**config.mk**
```make
export PLATFORM = sky130hd
export DESIGN_NAME = fu_issue
export DESIGN_NICKNAME = d
export VERILOG_FILES = /design/src/rtl/fu_issue.sv
export SDC_FILE = /design/constraint.sdc
export NUM_CORES = 1
export LEC_CHECK = 0
export BUFFER_PORTS_ARGS = -buffer_cell sky130_fd_sc_hd__buf_2
export CORE_ASPECT_RATIO = 1.1
export CORE_MARGIN = 2
export CORE_UTILIZATION = 47
export CTS_CLUSTER_DIAMETER = 80
export DETAILED_ROUTE_END_ITERATION = 16
export HOLD_SLACK_MARGIN = 0.1
export PLACE_DENSITY_LB_ADDON = 0.1
export SYNTH_ARGS = -nofsm -noshare
export SYNTH_HDL_FRONTEND = slang
export SYNTH_SLANG_ARGS = --single-unit
```
**constraint.sdc**
```tcl
create_clock -name clk -period 1.85 [get_ports clk]
set_input_delay 0.555 -clock clk [delete_from_list [all_inputs] [get_ports clk]]
set_output_delay 0.555 -clock clk [all_outputs]
set_load 0.01 [all_outputs]
```
**src/rtl/fu_issue.sv**
```systemverilog
// Issue stage for the ALU/shifter functional unit: decodes RV32I integer ops into
// FU operands and buffers the results in a 2-entry FIFO with a valid/ready handshake.
module fu_issue #(
  parameter int DEPTH = 2,
  parameter int XLEN  = 32
) (
  input  logic            clk,
  input  logic            rst_n,
  input  logic            flush,
  input  logic            in_valid,
  output logic            in_ready,
  input  logic [31:0]     in_instr,
  input  logic [XLEN-1:0] in_pc,
  input  logic [XLEN-1:0] in_rs1,
  input  logic [XLEN-1:0] in_rs2,
  output logic            out_valid,
  input  logic            out_ready,
  output logic [XLEN-1:0] fu_in1,
  output logic [XLEN-1:0] fu_in2,
  output logic [4:0]      funct_select,
  output logic            unit_sel,
  output logic [4:0]      rd,
  output logic            illegal
);

  typedef enum logic [6:0] {
    OPC_OP     = 7'b0110011,
    OPC_OP_IMM = 7'b0010011,
    OPC_LUI    = 7'b0110111,
    OPC_AUIPC  = 7'b0010111
  } opcode_e;

  typedef struct packed {
    logic [XLEN-1:0] a;
    logic [XLEN-1:0] b;
    logic [4:0]      fs;
    logic            us;
    logic [4:0]      rd;
    logic            ill;
  } entry_t;

  entry_t      r_mem [2];
  logic        r_wptr;
  logic        r_rptr;
  logic [1:0]  r_count;

  entry_t      w_dec;
  entry_t      w_head;
  logic [2:0]  w_funct3;
  logic [6:0]  w_funct7;
  logic        w_f7ok;
  logic        w_shift;
  logic [1:0]  w_shift_sel;
  logic        w_push;
  logic        w_pop;

  assign w_funct3    = in_instr[14:12];
  assign w_funct7    = in_instr[31:25];
  assign w_f7ok      = (w_funct7 == 7'b0000000) || (w_funct7 == 7'b0100000);
  assign w_shift     = (w_funct3 == 3'b001) || (w_funct3 == 3'b101);
  assign w_shift_sel = (w_funct3 == 3'b001) ? 2'b00 : (in_instr[30] ? 2'b11 : 2'b01);

  // Illegal entries keep only rd; every other field stays at the zero default.
  always_comb begin
    w_dec    = '0;
    w_dec.rd = in_instr[11:7];
    case (in_instr[6:0])
      OPC_OP: begin
        if (w_f7ok && !(in_instr[30] && w_funct3 != 3'b000 && w_funct3 != 3'b101)) begin
          w_dec.a = in_rs1;
          w_dec.b = in_rs2;
          if (w_shift) begin
            w_dec.us = 1'b1;
            w_dec.fs = {3'b000, w_shift_sel};
          end else begin
            w_dec.fs = {1'b0, (w_funct3 == 3'b000) & in_instr[30], w_funct3};
          end
        end else begin
          w_dec.ill = 1'b1;
        end
      end
      OPC_OP_IMM: begin
        if (w_shift) begin
          if (w_f7ok) begin
            w_dec.a  = in_rs1;
            w_dec.b  = {{(XLEN-5){1'b0}}, in_instr[24:20]};
            w_dec.us = 1'b1;
            w_dec.fs = {3'b000, w_shift_sel};
          end else begin
            w_dec.ill = 1'b1;
          end
        end else begin
          w_dec.a  = in_rs1;
          w_dec.b  = {{(XLEN-12){in_instr[31]}}, in_instr[31:20]};
          w_dec.fs = {2'b00, w_funct3};
        end
      end
      OPC_LUI: begin
        w_dec.b = {in_instr[31:12], {(XLEN-20){1'b0}}};
      end
      OPC_AUIPC: begin
        w_dec.a = in_pc;
        w_dec.b = {in_instr[31:12], {(XLEN-20){1'b0}}};
      end
      default: w_dec.ill = 1'b1;
    endcase
  end

  // in_ready depends only on the registered count, so a full FIFO never accepts
  // even when the head is popped in the same cycle.
  assign in_ready  = (r_count < 2'(DEPTH));
  assign out_valid = (r_count != '0);
  assign w_push    = in_valid & in_ready;
  assign w_pop     = out_valid & out_ready;

  always_ff @(posedge clk or negedge rst_n) begin
    if (!rst_n) begin
      r_mem[0] <= '0;
      r_mem[1] <= '0;
      r_wptr   <= 1'b0;
      r_rptr   <= 1'b0;
      r_count  <= '0;
    end else if (flush) begin
      r_wptr  <= 1'b0;
      r_rptr  <= 1'b0;
      r_count <= '0;
    end else begin
      if (w_push) begin
        r_mem[r_wptr] <= w_dec;
        r_wptr        <= ~r_wptr;
      end
      if (w_pop) begin
        r_rptr <= ~r_rptr;
      end
      r_count <= r_count + {1'b0, w_push} - {1'b0, w_pop};
    end
  end

  always_comb begin
    w_head       = r_mem[r_rptr];
    fu_in1       = w_head.a;
    fu_in2       = w_head.b;
    funct_select = w_head.fs;
    unit_sel     = w_head.us;
    rd           = w_head.rd;
    illegal      = w_head.ill;
  end

endmodule

```
==> flow_summary.json <==
{
  "status": "complete, but fails checks",
  "violations": "negative setup slack",
  "dr.pass1.iters": 5,
  "drv_slew": 0,
  "clk_pin_slew_ns": 0.06,
  "crit_fanout": 23,
  "initial_core_util_pct": 47.9,
  "rsz0062_at_grt": "yes",
  "synth_edf_count": 0,
  "fin_crit_ns": 2.20,
  "fin_crit_sh_pct": 119,
  "clock_latency_ns": 0.42,
  "wl_mm": 26.2,
  "holdWs_ns": 0.340,
  "drc": 0,
  "overflow": 0,
  "tightest_slew_ns": 0.528,
  "final_cells": 1224,
  "startpoint_type": "flip-flop",
  "die_area_mm2": 0.0169,
  "netlist_area_mm2": 0.00748,
  "grt_max_degree": 50,
  "fmax_mhz": 454,
  "final-hold-violation-count": 0,
  "p_leak_nw": 5.27,
  "die_x_um": 124,
  "chipHeight_um": 136,
  "timing.final.ws_setup_ns": -0.353,
  "root_buffer": "clkbuf_16",
  "port_buffers": 209,
  "synthArstFlopShare_pct": 100,
  "cts_buffer_depth": 2,
  "track_usage_pct": 29.6,
  "hold_path.class": "in -> reg",
  "cts.sinks": 154,
  "place_congestion": 0.831,
  "crit_type": "reg -> out",
  "ioPinCount": 211,
  "required_ns": 1.29,
  "relSlewSlack_pct": 64.7,
  "arrival_ns": 1.65,
  "core-area_mm2": 0.0156,
  "antenna_found_initial": 0,
  "hpwl_mm": 15.3,
  "grt_pass1_wl_mm": 39.3,
  "finalClockSkew_ns": 0.00780,
  "endpoint_kind": "output port",
  "grt_pass1_vias": 7584,
  "ys_warn_count": 0,
  "yosys.cell_types.count": 45,
  "num-nets-final": 1147,
  "drt-initial-drc-count": 507,
  "via_count": 7211,
  "vias_per_cell": 5.89,
  "wire_per_inst_um": 21.4,
  "synthToLayoutAreaGrowth_pct": 50.5,
  "vdd_drop_max_mv": 0.593,
  "postSynthAreaPerCell_um2": 10.2,
  "maxCapViolations": 0,
  "drive_gt1_share_pct": 55.8,
  "seq_area_frac_synth_pct": 51.5,
  "dp.cells": 1153,
  "htree_levels": 4,
  "setup_viol": 152,
  "tritoncts": "yes",
  "netlist_instances": 735,
  "ys_ff_latch": 154,
  "synth_ff_type": "dfrtp_1",
  "synth_nets": 870,
  "ant_nets": 0,
  "cts_buffers": 17,
  "rows": 48,
  "power.density_mw_per_mm2": 993
}
-- logic make-up (layout without fill, tap and decap cells) --
| kind of cell | Yosys count | after routing | synth area share (%) |
|---|---|---|---|
| fa+ha+maj | 2 | 2 | 0.335 |
| buf+inv | 62 | 350 | 3.80 |
| xor+xnor | 5 | 5 | 0.586 |
| flops | 154 | 154 | 51.5 |
| simple gates | 194 | 194 | 12.2 |
| other cells | 1 | 2 | 0.0501 |
| mux | 75 | 75 | 11.3 |
| compound gates | 242 | 242 | 20.2 |
-- where the power goes --
group,switching [mW],internal (mW)
logic,1.83,1.75
clock network,1.32,1.90
registers,0.364,4.03
-- state kept, by name, indices dropped and copies added (netlist names) --
name and flops:
r_mem 150, r_count 2, r_rptr 1, r_wptr 1
-- what timing repair did --
item,CTS,global route
endpoints found under the setup margin,157,199
gates cloned,10,8
hold buffers,1,0
pin swaps,42,42
buffers inserted,15,14
hold endpoints to repair,34,0
resized for setup,166,76
-- cells in the final DEF, fill, tap and decap left out, drive strengths merged, types with 2 or more instances in the layout --
| cell | netlist | final |
|---|---|---|
| nor3b | 2 | 2 |
| clkinv | 1 | 6 |
| xor2 | 3 | 3 |
| or2 | 3 | 3 |
| nand2b | 3 | 3 |
| nand3 | 14 | 14 |
| mux2 | 75 | 75 |
| dfrtp | 154 | 154 |
| ha | 2 | 2 |
| inv | 3 | 4 |
| nor2 | 53 | 53 |
| xnor2 | 2 | 2 |
| a22oi | 96 | 96 |
| or3b | 2 | 2 |
| nor2b | 2 | 2 |
| a21oi | 43 | 43 |
| o22a | 2 | 2 |
| o211ai | 11 | 11 |
| nand2 | 99 | 99 |
| or4 | 2 | 2 |
| clkbuf | 40 | 29 |
| nor4 | 5 | 5 |
| buf | 18 | 308 |
| o21ai | 86 | 86 |
| nor3 | 4 | 4 |
-- metal layers --
metal  wire (um)  track usage (%)
met5           0                0
met4         794             13.2
met1        9950             34.5
met2       13600             52.0
met3        1880             7.20
-- synthesized netlist by cell type (2+ instances only) --
cell type	instances	area share, %
o211ai_1	11	1.1
o21ai_1	19	1.3
clkbuf_8	2	0.37
a21oi_1	43	2.9
xnor2_1	2	0.23
a22oi_1	96	9.6
nand3_1	14	0.94
nor2_1	53	2.7
xor2_1	3	0.35
o22a_1	2	0.23
nor4_4	4	1.1
buf_2	10	0.67
inv_1	3	0.15
or2_2	2	0.17
nor2b_1	2	0.17
buf_6	2	0.30
o21ai_0	67	4.5
dfrtp_1	154	52
nand2_1	99	5.0
mux2_2	75	11
nor3_1	4	0.27
clkbuf_1	38	1.9
buf_1	5	0.25
nand2b_1	3	0.25
ha_1	2	0.33
-- metrics by stage --
step	area [um^2]	worst slack, ns	setup TNS (ns)	utilization (%)	total power [mW]
2_1_floorplan	7640	-0.149	-11.41	-	6.21
3_3_place_gp	9350	-0.380	-45.73	59.9	7.45
6_report	11300	-0.353	-31.87	72.1	11.2
4_1_cts	10700	-0.360	-33.49	68.8	11.0
5_1_grt	11300	-0.399	-37.10	72.1	11.8
3_5_place_dp	9350	-0.513	-53.27	59.9	7.55
-- layout make-up --
cell class,count,area (um^2)
fill,1139,4360
multi-input combinational,519,4070
inverter,4,15.0
tap,200,250
clock buffer,22,464
clock inverter,8,71.3
antenna,1,2.50
timing repair buffer,316,2530
sequential,154,3860
-- worst max-delay path, cell delays in order (launching register included) --
cell and delay (ns):
dfrtp_4 0.49, buf_12 0.21, mux2_2 0.38, buf_2 0.14
-- worst paths after layout --
| path | from | end | depth (start not counted) | slack (ns) |
|---|---|---|---|---|
| max in group asynchronous | rst_n | r_mem[40]$_DFFE_PN0P_ | 3 | 0.56 |
| setup reg to reg | r_count[1]$_DFF_PN0_ | r_mem[138]$_DFFE_PN0P_ | 8 | -0.12 |
| min in group asynchronous | rst_n | r_mem[78]$_DFFE_PN0P_ | 2 | 0.64 |
| hold reg to reg | r_mem[2]$_DFFE_PN0P_ | r_mem[2]$_DFFE_PN0P_ | 2 | 0.47 |
| setup / recovery | r_rptr$_DFFE_PN0P_ | fu_in2[30] | 3 | -0.35 |
| hold / removal | in_instr[8] | r_mem[2]$_DFFE_PN0P_ | 3 | 0.34 |
(Power assumes the default switching activity.)
